<file path="src/rtl/mem_sequencer.sv">
// mem_sequencer: moves a valid/ready stream into the 2K x 16 scratch memory and reads blocks back out,
// pacing the 2-cycle write / 3-cycle read turnaround. Define MEMSEQ_CHECKSUM_EN for running checksums.
module mem_sequencer #(
   parameter int ADDR_W     = 11,
   parameter int DATA_W     = 16,
   parameter int RD_TIMEOUT = 8
) (
   input  logic              i_clk,
   input  logic              i_reset,
   input  logic              i_load_start,
   input  logic              i_rd_start,
   input  logic [ADDR_W-1:0] i_base_addr,
   input  logic [ADDR_W:0]   i_length,
   input  logic              i_in_valid,
   output logic              o_in_ready,
   input  logic [DATA_W-1:0] i_in_data,
   output logic              o_out_valid,
   input  logic              i_out_ready,
   output logic [DATA_W-1:0] o_out_data,
   output logic              o_out_last,
   output logic [ADDR_W-1:0] o_mem_addr,
   output logic [DATA_W-1:0] o_mem_wdata,
   output logic              o_mem_wr_en,
   output logic              o_mem_rd_en,
   input  logic [DATA_W-1:0] i_mem_rdata,
   input  logic              i_mem_rd_ready,
   output logic              o_busy,
   output logic              o_done,
   output logic              o_err,
   output logic [DATA_W-1:0] o_chk_wr_sum,
   output logic [DATA_W-1:0] o_chk_rd_sum
);

   typedef enum logic [2:0] {
      S_IDLE      = 3'd0,
      S_WR_ACCEPT = 3'd1,
      S_WR_GAP    = 3'd2,
      S_RD_ISSUE  = 3'd3,
      S_RD_WAIT   = 3'd4,
      S_RD_HOLD   = 3'd5
   } state_t;

   localparam int              TMR_W    = $clog2(RD_TIMEOUT + 1);
   localparam logic [TMR_W-1:0] TMR_LAST = TMR_W'(RD_TIMEOUT - 1);
   localparam logic [TMR_W-1:0] TMR_ONE  = TMR_W'(1);
   localparam logic [ADDR_W:0] MAX_LEN  = {1'b1, {ADDR_W{1'b0}}};
   localparam logic [ADDR_W:0] LEN_ZERO = {(ADDR_W+1){1'b0}};
   localparam logic [ADDR_W:0] LEN_ONE  = {{ADDR_W{1'b0}}, 1'b1};

   state_t              r_state;
   state_t              w_state_nxt;
   logic [ADDR_W-1:0]   r_base;
   logic [ADDR_W:0]     r_len;
   logic [ADDR_W:0]     r_idx;
   logic [TMR_W-1:0]    r_timer;

   logic                r_in_ready, r_out_valid, r_out_last;
   logic                r_mem_wr_en, r_mem_rd_en, r_busy, r_done, r_err;
   logic [DATA_W-1:0]   r_out_data, r_mem_wdata;
   logic [ADDR_W-1:0]   r_mem_addr;

   logic                w_in_ready_nxt, w_out_valid_nxt, w_out_last_nxt;
   logic                w_mem_wr_en_nxt, w_mem_rd_en_nxt, w_busy_nxt, w_done_nxt, w_err_nxt;
   logic [DATA_W-1:0]   w_out_data_nxt, w_mem_wdata_nxt;
   logic [ADDR_W-1:0]   w_mem_addr_nxt;

   logic                w_ld_go, w_rd_go, w_len_zero, w_len_bad, w_len_ok;
   logic                w_wr_hs, w_rd_cap, w_rd_to, w_out_hs, w_blk_last, w_cap_last;
   logic [ADDR_W-1:0]   w_addr;

   // Load wins when both start pulses arrive together; starts are only seen in IDLE.
   assign w_ld_go    = (r_state == S_IDLE) && i_load_start;
   assign w_rd_go    = (r_state == S_IDLE) && !i_load_start && i_rd_start;
   assign w_len_zero = (i_length == LEN_ZERO);
   assign w_len_bad  = (i_length > MAX_LEN);
   assign w_len_ok   = !w_len_zero && !w_len_bad;

   assign w_addr     = r_base + r_idx[ADDR_W-1:0];
   assign w_wr_hs    = (r_state == S_WR_ACCEPT) && r_in_ready && i_in_valid;
   assign w_rd_cap   = (r_state == S_RD_WAIT) && i_mem_rd_ready;
   assign w_rd_to    = (r_state == S_RD_WAIT) && !i_mem_rd_ready && (r_timer == TMR_LAST);
   assign w_out_hs   = (r_state == S_RD_HOLD) && r_out_valid && i_out_ready;
   assign w_blk_last = (r_idx == r_len);
   assign w_cap_last = ((r_idx + LEN_ONE) == r_len);

   // State register
   always_ff @(posedge i_clk) begin
      if (i_reset) begin
         r_state <= S_IDLE;
      end else begin
         r_state <= w_state_nxt;
      end
   end

   // Next-state decode
   always_comb begin
      w_state_nxt = r_state;
      case (r_state)
         S_IDLE: begin
            if (w_ld_go && w_len_ok) begin
               w_state_nxt = S_WR_ACCEPT;
            end else if (w_rd_go && w_len_ok) begin
               w_state_nxt = S_RD_ISSUE;
            end else begin
               w_state_nxt = S_IDLE;
            end
         end
         S_WR_ACCEPT: begin
            if (w_wr_hs) begin
               w_state_nxt = S_WR_GAP;
            end else begin
               w_state_nxt = S_WR_ACCEPT;
            end
         end
         S_WR_GAP: begin
            if (w_blk_last) begin
               w_state_nxt = S_IDLE;
            end else begin
               w_state_nxt = S_WR_ACCEPT;
            end
         end
         S_RD_ISSUE: w_state_nxt = S_RD_WAIT;
         S_RD_WAIT: begin
            if (w_rd_cap) begin
               w_state_nxt = S_RD_HOLD;
            end else if (w_rd_to) begin
               w_state_nxt = S_IDLE;
            end else begin
               w_state_nxt = S_RD_WAIT;
            end
         end
         S_RD_HOLD: begin
            if (w_out_hs && w_blk_last) begin
               w_state_nxt = S_IDLE;
            end else if (w_out_hs) begin
               w_state_nxt = S_RD_ISSUE;
            end else begin
               w_state_nxt = S_RD_HOLD;
            end
         end
         default: w_state_nxt = S_IDLE;
      endcase
   end

   // Output decode: next values for every registered output; strobes coincide with WR_GAP / RD_ISSUE
   always_comb begin
      w_in_ready_nxt  = (w_state_nxt == S_WR_ACCEPT);
      w_busy_nxt      = (w_state_nxt != S_IDLE);
      w_mem_wr_en_nxt = w_wr_hs;
      w_mem_rd_en_nxt = (w_state_nxt == S_RD_ISSUE);
      w_done_nxt      = ((w_ld_go || w_rd_go) && w_len_zero)
                        || ((r_state == S_WR_GAP) && w_blk_last)
                        || (w_out_hs && w_blk_last);

      if (w_rd_go && w_len_ok) begin
         w_mem_addr_nxt = i_base_addr;
      end else if (w_wr_hs || (w_out_hs && !w_blk_last)) begin
         w_mem_addr_nxt = w_addr;
      end else begin
         w_mem_addr_nxt = r_mem_addr;
      end

      if (w_wr_hs) begin
         w_mem_wdata_nxt = i_in_data;
      end else begin
         w_mem_wdata_nxt = r_mem_wdata;
      end

      if (w_rd_cap) begin
         w_out_valid_nxt = 1'b1;
         w_out_last_nxt  = w_cap_last;
         w_out_data_nxt  = i_mem_rdata;
      end else if (w_out_hs) begin
         w_out_valid_nxt = 1'b0;
         w_out_last_nxt  = 1'b0;
         w_out_data_nxt  = r_out_data;
      end else begin
         w_out_valid_nxt = r_out_valid;
         w_out_last_nxt  = r_out_last;
         w_out_data_nxt  = r_out_data;
      end

      if (w_ld_go || w_rd_go) begin
         w_err_nxt = w_len_bad;
      end else if (w_rd_to) begin
         w_err_nxt = 1'b1;
      end else begin
         w_err_nxt = r_err;
      end
   end

   // Output registers
   always_ff @(posedge i_clk) begin
      if (i_reset) begin
         r_in_ready  <= 1'b0;
         r_out_valid <= 1'b0;
         r_out_last  <= 1'b0;
         r_out_data  <= {DATA_W{1'b0}};
         r_mem_addr  <= {ADDR_W{1'b0}};
         r_mem_wdata <= {DATA_W{1'b0}};
         r_mem_wr_en <= 1'b0;
         r_mem_rd_en <= 1'b0;
         r_busy      <= 1'b0;
         r_done      <= 1'b0;
         r_err       <= 1'b0;
      end else begin
         r_in_ready  <= w_in_ready_nxt;
         r_out_valid <= w_out_valid_nxt;
         r_out_last  <= w_out_last_nxt;
         r_out_data  <= w_out_data_nxt;
         r_mem_addr  <= w_mem_addr_nxt;
         r_mem_wdata <= w_mem_wdata_nxt;
         r_mem_wr_en <= w_mem_wr_en_nxt;
         r_mem_rd_en <= w_mem_rd_en_nxt;
         r_busy      <= w_busy_nxt;
         r_done      <= w_done_nxt;
         r_err       <= w_err_nxt;
      end
   end

   // Block bookkeeping: index advances per accepted write word or captured read word
   always_ff @(posedge i_clk) begin
      if (i_reset) begin
         r_base  <= {ADDR_W{1'b0}};
         r_len   <= LEN_ZERO;
         r_idx   <= LEN_ZERO;
         r_timer <= {TMR_W{1'b0}};
      end else begin
         if ((w_ld_go || w_rd_go) && w_len_ok) begin
            r_base <= i_base_addr;
            r_len  <= i_length;
            r_idx  <= LEN_ZERO;
         end else if (w_wr_hs || w_rd_cap) begin
            r_idx <= r_idx + LEN_ONE;
         end
         if (r_state == S_RD_WAIT) begin
            r_timer <= r_timer + TMR_ONE;
         end else begin
            r_timer <= {TMR_W{1'b0}};
         end
      end
   end

`ifdef MEMSEQ_CHECKSUM_EN
   logic [DATA_W-1:0] r_wr_sum, r_rd_sum;

   // Running sums over written words and handshaken output words
   always_ff @(posedge i_clk) begin
      if (i_reset) begin
         r_wr_sum <= {DATA_W{1'b0}};
         r_rd_sum <= {DATA_W{1'b0}};
      end else begin
         if (w_ld_go) begin
            r_wr_sum <= {DATA_W{1'b0}};
         end else if (r_mem_wr_en) begin
            r_wr_sum <= r_wr_sum + r_mem_wdata;
         end
         if (w_rd_go) begin
            r_rd_sum <= {DATA_W{1'b0}};
         end else if (w_out_hs) begin
            r_rd_sum <= r_rd_sum + r_out_data;
         end
      end
   end

   assign o_chk_wr_sum = r_wr_sum;
   assign o_chk_rd_sum = r_rd_sum;
`else
   assign o_chk_wr_sum = {DATA_W{1'b0}};
   assign o_chk_rd_sum = {DATA_W{1'b0}};
`endif

   assign o_in_ready  = r_in_ready;
   assign o_out_valid = r_out_valid;
   assign o_out_last  = r_out_last;
   assign o_out_data  = r_out_data;
   assign o_mem_addr  = r_mem_addr;
   assign o_mem_wdata = r_mem_wdata;
   assign o_mem_wr_en = r_mem_wr_en;
   assign o_mem_rd_en = r_mem_rd_en;
   assign o_busy      = r_busy;
   assign o_done      = r_done;
   assign o_err       = r_err;

endmodule

</file>
<file path="config.mk">
export PLATFORM = sky130hd
export DESIGN_NAME = mem_sequencer
export DESIGN_NICKNAME = d
export VERILOG_FILES = /design/src/rtl/mem_sequencer.sv
export SDC_FILE = /design/constraint.sdc
export NUM_CORES = 1
export LEC_CHECK = 0
export CAP_MARGIN = 20
export CORE_MARGIN = 2
export CORE_UTILIZATION = 51
export CTS_CLUSTER_SIZE = 30
export DETAILED_ROUTE_END_ITERATION = 8
export PLACE_DENSITY_LB_ADDON = 0.15
export SYNTH_ARGS = -nofsm -noshare
export SYNTH_HDL_FRONTEND = slang
export SYNTH_SLANG_ARGS = --single-unit
export TNS_END_PERCENT = 30
</file>
<file path="constraint.sdc">
create_clock -name i_clk -period 3.75 [get_ports i_clk]
set_input_delay 0.75 -clock i_clk [delete_from_list [all_inputs] [get_ports i_clk]]
set_output_delay 0.75 -clock i_clk [all_outputs]
set_load 0.05 [all_outputs]
</file>
==> results.md, run 1 <==
- Clock Pin Slew Worst Setup and Hold Paths: 0.10 ns
- Cells after synthesis: 594
- Peak VDD IR: 0.220 mV
- Clk root buf: clkbuf_8
- Distinct cells, synth: 61
- WP data arrival: 2.95 ns
- Clk_lat worst skew: 0.36 ns
- Register area share after synthesis: 0.386
- Antenna-violating nets left: 0
- HP Class: register to register
- Setup crit end kind: register
- Run status: complete, no violations
- Ranking of synthesized cells by area: dfxtp_1, nand2_1, a21oi_1, buf_4, xnor2_1
- FF+latch count, synth: 93
- Normalized max-slew margin: 0.464
- Total routed wirelength: 11.9 mm
- Die Wd: 101 um
- # diodes: 0
- Port bufs: 112
- Multi-input logic area: 0.00261 mm2
- Clk sinks: 93
- Asr flop ratio synth: 0
- Post-DP HPWL: 8.84 mm
- Setup Viol. Count Final: 0
- Detailed-route DRC error count: 0
- Storage element area: 0.00186 mm2
- Slew Limit Fails: 0
- Req. time, crit path: 4.04 ns
- First-pass GRT wire length: 19.4 mm
- Leakage power: 2.30 nW
- Full die area: 0.0103 mm2
- Share of layout cells above drive strength 1: 0.0560
- Max Freq: 376 MHz
- Slew @ Worst Pin: 0.805 ns
- Yosys synthesis warning count: 0
- I/O Pins: 145
- Fillers: 825
- Maximum clock path buffer count: 2
- RSZ-0062 raised after global routing: false
- Post-synth top area cell: dfxtp_1
- Area delta synth->final: 24.4%
- Count leader, synth: nand2_1
- PD cells: 357 mW/mm2
- Tcrit/Tclk final: 0.710
- Synth Flop Type: dfxtp_1
- Max_cap viols: 0
- Fin crit period: 2.66 ns
- Overall Power: 0.00214 W
- EDFF count, synth: 0
- Number of global-route vias before repair: 3,961
- Mapped cell area: 0.00483 mm2
- Min Hold Slack: 0.457 ns
- Vias post-DR: 4,302
- Site row count: 35
- Gpl congestion: 0.949
- Setup Crit Path Kind: primary input to register
- CTS buffer count: 9
- Vias per Instance: 5.33
- Startpoint class of the critical path: primary input
- Hold_buf cts: 0
- Setup_tns: 0 ns
- PostCTS Resize Cnt: 0
- Worst Skew: 0.0124 ns
- Crit Path Max Fanout: 13
- Total GRT Usage: 0.237
- Grt ovf: 0
- Nets: 766
- DR WL/cell: 14.8 um
- Core Footprint: 0.00920 mm2
- CTS tree: yes
- H-tree depth: 3
- Synth top cells by count: nand2_1, dfxtp_1, a21oi_1
- Die height: 101 um
- Top cell type's share of synthesized area: 0.386
- DRT Pass-1 Iters: 4
- Initial Utilization: 0.525
- Final Util: 0.653
- Largest net degree at the start of global routing: 63
- Final Hold Viols: 0
- Initial antenna violation count: 0
- Drt initial violations: 199
- # Post-CTS Setup Buffers: 0
- Syn_area_per_cell: 8.13 um2
==> worst max-delay path, cell delays in order <==
cell and delay, ns:
clkdlybuf4s50_1 0.43, nor4_2 0.31, nand3_2 0.22, xnor2_2 0.25
or2_1 0.47, buf_4 0.29, nand2_1 0.08, a21oi_1 0.14
==> worst paths after layout <==
path	from	endpoint	slack, ns	cells past startpoint
setup reg to reg	r_idx[2]	o_mem_addr[10]	1.27	7
setup / recovery	i_length[0]	r_len[4]	1.09	8
hold reg to reg	o_out_data[12]	o_out_data[12]	0.46	2
hold / removal	o_out_data[12]	o_out_data[12]	0.46	2
==> flip-flops by register name, indices dropped and copies added, names as in the netlist, 3 cells and up <==
signal	count
r_base	11
r_state	3
r_timer	4
o_mem_addr	11
r_idx	12
o_mem_wdata	16
o_out_data	16
r_len	12
==> layer usage <==
layer,vias up,track usage,share of wire
met5,-,0,0
met3,15,0.0449,0.057
met2,135,0.384,0.48
met1,2011,0.325,0.45
met4,0,0.0665,0.018
li1,2141,-,-
==> cells in the final DEF (no fill, tap or decap), types with 9 or more instances in the layout <==
master,instances
clkdlybuf4s50_1,111
ha_1,12
clkbuf_8,9
o21ai_0,13
nand3_1,9
dfxtp_1,93
nand4_1,16
nand2_1,140
xnor2_1,21
mux2i_1,11
a21oi_1,66
nor2_1,34
conb_1,32
xor2_1,16
==> power breakdown <==
part / internal, W / total, W / switching (W)
combinational: 0.000149 / 0.000406 / 0.000257
sequential: 0.00102 / 0.00105 / 0.0000279
clock: 0.000315 / 0.000690 / 0.000375
==> stage by stage <==
step | area, um2 | worst slack [ns] | instances
2_1_floorplan | 4940 | 1.62 | 625
3_3_place_gp | 5810 | 0.821 | 791
3_5_place_dp | 5810 | 0.739 | 791
4_1_cts | 6010 | 1.11 | 807
5_1_grt | 6010 | 0.921 | 807
6_report | 6010 | 1.09 | 807
==> cell type report <==
| type | instances | area share |
|---|---|---|
| clock buffer | 10 | 0.0212 |
| sequential | 93 | 0.310 |
| inverter | 9 | 0.00563 |
| clock inverter | 6 | 0.0119 |
| tap | 111 | 0.0231 |
| multi-input combinational | 460 | 0.435 |
| timing repair buffer | 118 | 0.193 |
==> kinds of logic after synthesis <==
family	after synthesis	synth area share
AND/OR/NAND/NOR	248	0.237
multiplexers	12	0.0251
adder cells (fa/ha/maj)	13	0.0352
other	1	0.000777
AO/OA/AOI/OAI	114	0.138
buffers and inverters	72	0.0977
flip-flops	93	0.386
XOR/XNOR	41	0.0806
Note: power is estimated with default switching activity, not from simulation.
==> inputs of run 2 (changes only) <==
Settings changed: CORE_UTILIZATION 51 to 48.
Clock period 3.75 ns to 2.6 ns, I/O delays scaled along.
==> run 2 against run 1 <==
Compared with the run above: first-iteration DRC count increased by 26%; design area is 2.5% higher; critical path depth down 1; sequential share of layout area shrank 0.77 points; non-clock buffer count is 17 higher; critical endpoint is now o_mem_addr[1].
==> results.md, run 2 (synthesized netlist as in run 1, its figures left out) <==
- Nets: 783 (+2.2%)
- Number of global-route vias before repair: 4,023 (+1.6%)
- Area delta synth->final: 27.5%
- Min-Delay Path Depth: 2 (unchanged)
- Commonest non-fill, non-tap cell in the layout: nand2_1
- Drt initial violations: 251 (+26%)
- RSZ-0062 raised after global routing: false
- Port bufs: 112 (unchanged)
- Run status: complete, no violations
- Core Footprint: 0.00977 mm2 (+6.3%)
- Tcrit/Tclk final: 0.893
- Setup Crit Path Kind: register to register
- Site row count: 36 (+2.9%)
- Max Freq: 431 MHz
- Worst r2r path cells: 7 (unchanged)
- DRT Pass-1 Iters: 5 (+1)
- Final Hold Viols: 0 (unchanged)
- Setup crit end kind: register
- Worst setup margin: 0.278 ns (-0.811 ns)
- HP Class: register to register
- Startpoint class of the critical path: register
- Req. time, crit path: 2.84 ns (-1.20 ns)
- I/O Pins: 145 (unchanged)
- Total GRT Usage: 0.225 (-0.0122)
- Commonest non-fill, non-tap cells in the layout: nand2_1, clkdlybuf4s50_1, dfxtp_1
- PostCTS Resize Cnt: 0 (unchanged)
- Slew @ Worst Pin: 0.641 ns (-0.163 ns)
- CTS buffer count: 9 (unchanged)
- PD cells: 497 mW/mm2 (+39%)
- Maximum clock path buffer count: 2 (unchanged)
- Clk root buf: clkbuf_8
- Hold Path End: o_out_data[4]
- Hold_buf cts: 0 (unchanged)
- Detailed-route DRC error count: 0 (unchanged)
- Slew Limit Fails: 0 (unchanged)
- Max_cap viols: 0 (unchanged)
- Grt ovf: 0 (unchanged)
- RR Startpoint: r_idx[3]
- Post-DP HPWL: 9.27 mm (+4.8%)
- Non-Filler Instances: 846 (+4.8%)
- CTS tree: yes
- Vias per Instance: 5.18 (-2.8%)
- Gpl congestion: 0.931 (-1.9%)
- Vias post-DR: 4,382 (+1.9%)
- WP data arrival: 2.57 ns (-0.38 ns)
- Clk_lat worst skew: 0.37 ns (about the same)
- Die Wd: 104 um (+3.0%)
- R2R Path End: o_mem_addr[1]
- Critical hold path startpoint: o_out_data[4]
- Clk sinks: 93 (unchanged)
- Crit Path Max Fanout: 12 (-1)
- # diodes: 0 (unchanged)
- DR WL/cell: 14.5 um (-1.9%)
- Initial Utilization: 0.494 (-0.0311)
- Setup Viol. Count Final: 0 (unchanged)
- Setup_tns: 0 ns (unchanged)
- H-tree depth: 3 (unchanged)
- Peak VDD IR: 0.255 mV (+16%)
- Worst slack, placed: 0.0734 ns (-0.665 ns)
- Normalized max-slew margin: 0.573 (+0.109)
- Worst Skew: 0.00941 ns (-0.00303 ns)
- Largest net degree at the start of global routing: 63 (unchanged)
- Placed insts: 830 (+4.9%)
- Antenna-violating nets left: 0 (unchanged)
- Full die area: 0.0109 mm2 (+6.0%)
- Total routed wirelength: 12.2 mm (+2.8%)
- Die height: 104 um (+3.0%)
- Reg2Reg Setup Slack: 0.28 ns (-0.99 ns)
- # Post-CTS Setup Buffers: 0 (unchanged)
- Initial antenna violation count: 0 (unchanged)
- Clock Pin Slew Worst Setup and Hold Paths: 0.09 ns (about the same)
- First-pass GRT wire length: 19.8 mm (+2.5%)
- Fin crit period: 2.32 ns
- Share of layout cells above drive strength 1: 0.0799 (+0.0239)
- Leakage power: 2.39 nW (+4.1%)
run 2: critical path: stages (launching register included):
cell	delay (ns)
dfxtp_1	0.52
xnor2_2	0.19
nand4_1	0.13
nor3_2	0.29
o21a_1	0.53
buf_4	0.27
mux2i_1	0.18
o21ai_0	0.09
run 2: where the power goes:
part,internal [W],switching [W],total [W]
clock,0.000430,0.000518,0.000948
combinational,0.000226,0.000371,0.000597
sequential,0.00147,0.0000421,0.00151
run 2: area by class of cell:
type	count	area (um2)
Clock buffer	12	165
Clock inverter	4	31.3
Fill cell	907	3620
Inverter	9	33.8
Multi-Input combinational cell	460	2610
Sequential cell	93	1860
Tap cell	133	166
Timing Repair Buffer	135	1290
run 2: worst max path at each step:
stage | cells past startpoint | to | from | slack, ns
2_1_floorplan | 8 | o_mem_addr[10] | r_idx[1] | 0.67
3_3_place_gp | 7 | o_in_ready | i_length[3] | 0.17
3_5_place_dp | 7 | o_in_ready | i_length[3] | 0.07
4_1_cts | 7 | o_mem_addr[1] | r_idx[3] | 0.27
5_1_grt | 7 | o_mem_addr[1] | r_idx[1] | 0.10
6_report | 7 | o_mem_addr[1] | r_idx[3] | 0.28
run 2: stage by stage:
step	total power (W)	util	hold WS, ns	cell area (um2)
6_report	0.00306	0.630	0.457	6160
5_1_grt	0.00320	0.630	0.481	6160
4_1_cts	0.00308	0.630	0.460	6160
3_5_place_dp	0.00214	0.610	0.447	5960
3_3_place_gp	0.00213	0.610	0.426	5960
2_1_floorplan	0.00197	-	0.418	4940
run 2: per-layer routing:
layer / GRT usage / up-vias / wire (um)
li1: - / 2178 / -
met1: 0.301 / 2060 / 5670
met2: 0.376 / 134 / 5870
met3: 0.0414 / 10 / 586
met4: 0.0550 / 0 / 113
met5: 0 / - / 0
==> inputs of run 3 (changes only) <==
Settings changed: ABC_CLOCK_PERIOD_IN_PS from default to 2600, PLACE_DENSITY from default to 0.81, PLACE_DENSITY_LB_ADDON 0.15 to default.
==> run 3 against run 2 <==
Compared with the run above: total power increased by 6.5%; first-iteration DRC count shrank 10%; non-clock buffer count shrank 5; hold slack barely moved; utilization about the same.
==> results.md, run 3 (synthesized netlist as in run 1, its figures left out) <==
- Run status: complete, no violations
- Full die area: 0.0109 mm2 (unchanged)
- First-pass GRT wire length: 20.1 mm (+1.0%)
- PD cells: 529 mW/mm2 (+6.5%)
- DR WL/cell: 14.7 um (+1.7%)
- Nets: 778 (-0.64%)
- Slew @ Worst Pin: 0.648 ns (+0.00742 ns)
- Number of global-route vias before repair: 4,208 (+4.6%)
- Grt ovf: 0 (unchanged)
- Startpoint class of the critical path: register
- WP data arrival: 2.53 ns (-0.04 ns)
- Leakage power: 2.38 nW (-0.43%)
- Initial Utilization: 0.494 (unchanged)
- Port bufs: 112 (unchanged)
- Die Wd: 104 um (unchanged)
- Setup_tns: 0 ns (unchanged)
- Peak VDD IR: 0.273 mV (+7.0%)
- Clk root buf: clkbuf_8
- Critical hold path startpoint: o_out_data[0]
- I/O Pins: 145 (unchanged)
- Die height: 104 um (unchanged)
- CTS tree: yes
- Worst Skew: 0.0143 ns (+0.00486 ns)
- Max_cap viols: 0 (unchanged)
- # diodes: 0 (unchanged)
- RR Startpoint: r_idx[4]
- PostCTS Resize Cnt: 0 (unchanged)
- Initial antenna violation count: 0 (unchanged)
- CP max stage delay: 0.52 ns (about the same)
- Clk_lat worst skew: 0.36 ns (about the same)
- Hold_buf cts: 0 (unchanged)
- Clock Pin Slew Worst Setup and Hold Paths: 0.09 ns (about the same)
- Worst r2r path cells: 7 (unchanged)
- Req. time, crit path: 2.85 ns (about the same)
- Crit Path Max Fanout: 7 (-5)
- H-tree depth: 3 (unchanged)
- Worst slack, placed: 0.110 ns (+0.0362 ns)
- Min-Delay Path Depth: 2 (unchanged)
- Area delta synth->final: 27.6% (about the same)
- Normalized max-slew margin: 0.568 (-0.00495)
- Maximum clock path buffer count: 2 (unchanged)
- Final Hold Viols: 0 (unchanged)
- HP Class: register to register
- CTS buffer count: 9 (unchanged)
- Share of layout cells above drive strength 1: 0.0707 (-0.00922)
- Commonest non-fill, non-tap cell in the layout: nand2_1
- Antenna-violating nets left: 0 (unchanged)
- CP max-delay cell: dfxtp_1
- Crit-path cells: ha_1 -> a21o_1 -> a21oi_1 -> o21ai_0 -> a221oi_1 -> mux2i_1 -> o211ai_1
- Setup Viol. Count Final: 0 (unchanged)
- Post-DP HPWL: 9.33 mm (+0.74%)
- RSZ-0062 raised after global routing: false
- Final Util: 0.630 (about the same)
- Gpl congestion: 0.906 (-2.7%)
- Max Freq: 438 MHz (+1.8%)
- Worst setup margin: 0.319 ns (+0.0415 ns)
- Total routed wirelength: 12.4 mm (+0.98%)
- Vias per Instance: 5.30 (+2.3%)
- Detailed-route DRC error count: 0 (unchanged)
- Vias post-DR: 4,451 (+1.6%)
- Drt initial violations: 226 (-10%)
- Site row count: 36 (unchanged)
- Tcrit/Tclk final: 0.877 (-0.0160)
- Core Footprint: 0.00977 mm2 (unchanged)
- Setup Crit Path Kind: register to register
- Slew Limit Fails: 0 (unchanged)
- Setup crit end kind: register
- Total GRT Usage: 0.227 (+0.00185)
- Largest net degree at the start of global routing: 49 (-22%)
- DRT Pass-1 Iters: 5 (unchanged)
- Setup crit start: r_idx[4]
- Fin crit period: 2.28 ns (-0.0415 ns)
- Commonest non-fill, non-tap cells in the layout: nand2_1, clkdlybuf4s50_1, dfxtp_1
- # Post-CTS Setup Buffers: 0 (unchanged)
- Clk sinks: 93 (unchanged)
[run 3: changes by cell type in the layout (fill, tap and decap cells not counted)]
cell       delta
clkinv_4      -3
inv_6         +2
buf_4         -5
clkbuf_8      -3
clkbuf_1      +1
bufinv_16     +3
clkinv_2      -1
[run 3: through the flow]
stage	power, W	hold slack [ns]	instances	instance area (um2)
after floorplan	0.00197	0.418	625	4940
after global placement	0.00212	0.429	825	5920
after detailed placement	0.00213	0.446	825	5920
after CTS	0.00328	0.459	840	6160
after global routing	0.00339	0.487	840	6160
final	0.00326	0.456	840	6160
[run 3: routing by layer]
metal / GRT usage / wire [um]
met1: 0.277 / 5140
met2: 0.393 / 6270
met3: 0.0520 / 738
met4: 0.0763 / 209
met5: 0 / 0
[run 3: worst paths after layout]
check / endpoint / slack [ns]
worst max-delay path: o_mem_addr[10] / 0.32
worst min-delay path: o_out_data[0] / 0.46
worst max register to register: o_mem_addr[10] / 0.32
worst min register to register: o_out_data[0] / 0.46
[run 3: power by group]
part | leakage (nW) | internal (W) | total [W] | switching (W)
clock network | 0.117 | 0.000641 | 0.00115 | 0.000510
logic | 1.51 | 0.000222 | 0.000596 | 0.000374
registers | 0.754 | 0.00147 | 0.00151 | 0.0000399
[run 3: cell type report]
class / count / area [um2]
multi-input combinational: 460 / 2610
clock inverter: 5 / 108
fill: 851 / 3610
tap: 133 / 166
inverter: 9 / 33.8
clock buffer: 10 / 128
sequential: 93 / 1860
timing repair buffer: 130 / 1250
[run 3: worst max-delay path, delay by kind of cell, from the launching register on]
| family | cells | cell delay (ns) |
|---|---|---|
| multiplexers | 1 | 0.24 |
| flip-flops | 1 | 0.52 |
| adder cells (fa/ha/maj) | 1 | 0.38 |
| AO/OA/AOI/OAI | 5 | 1.03 |
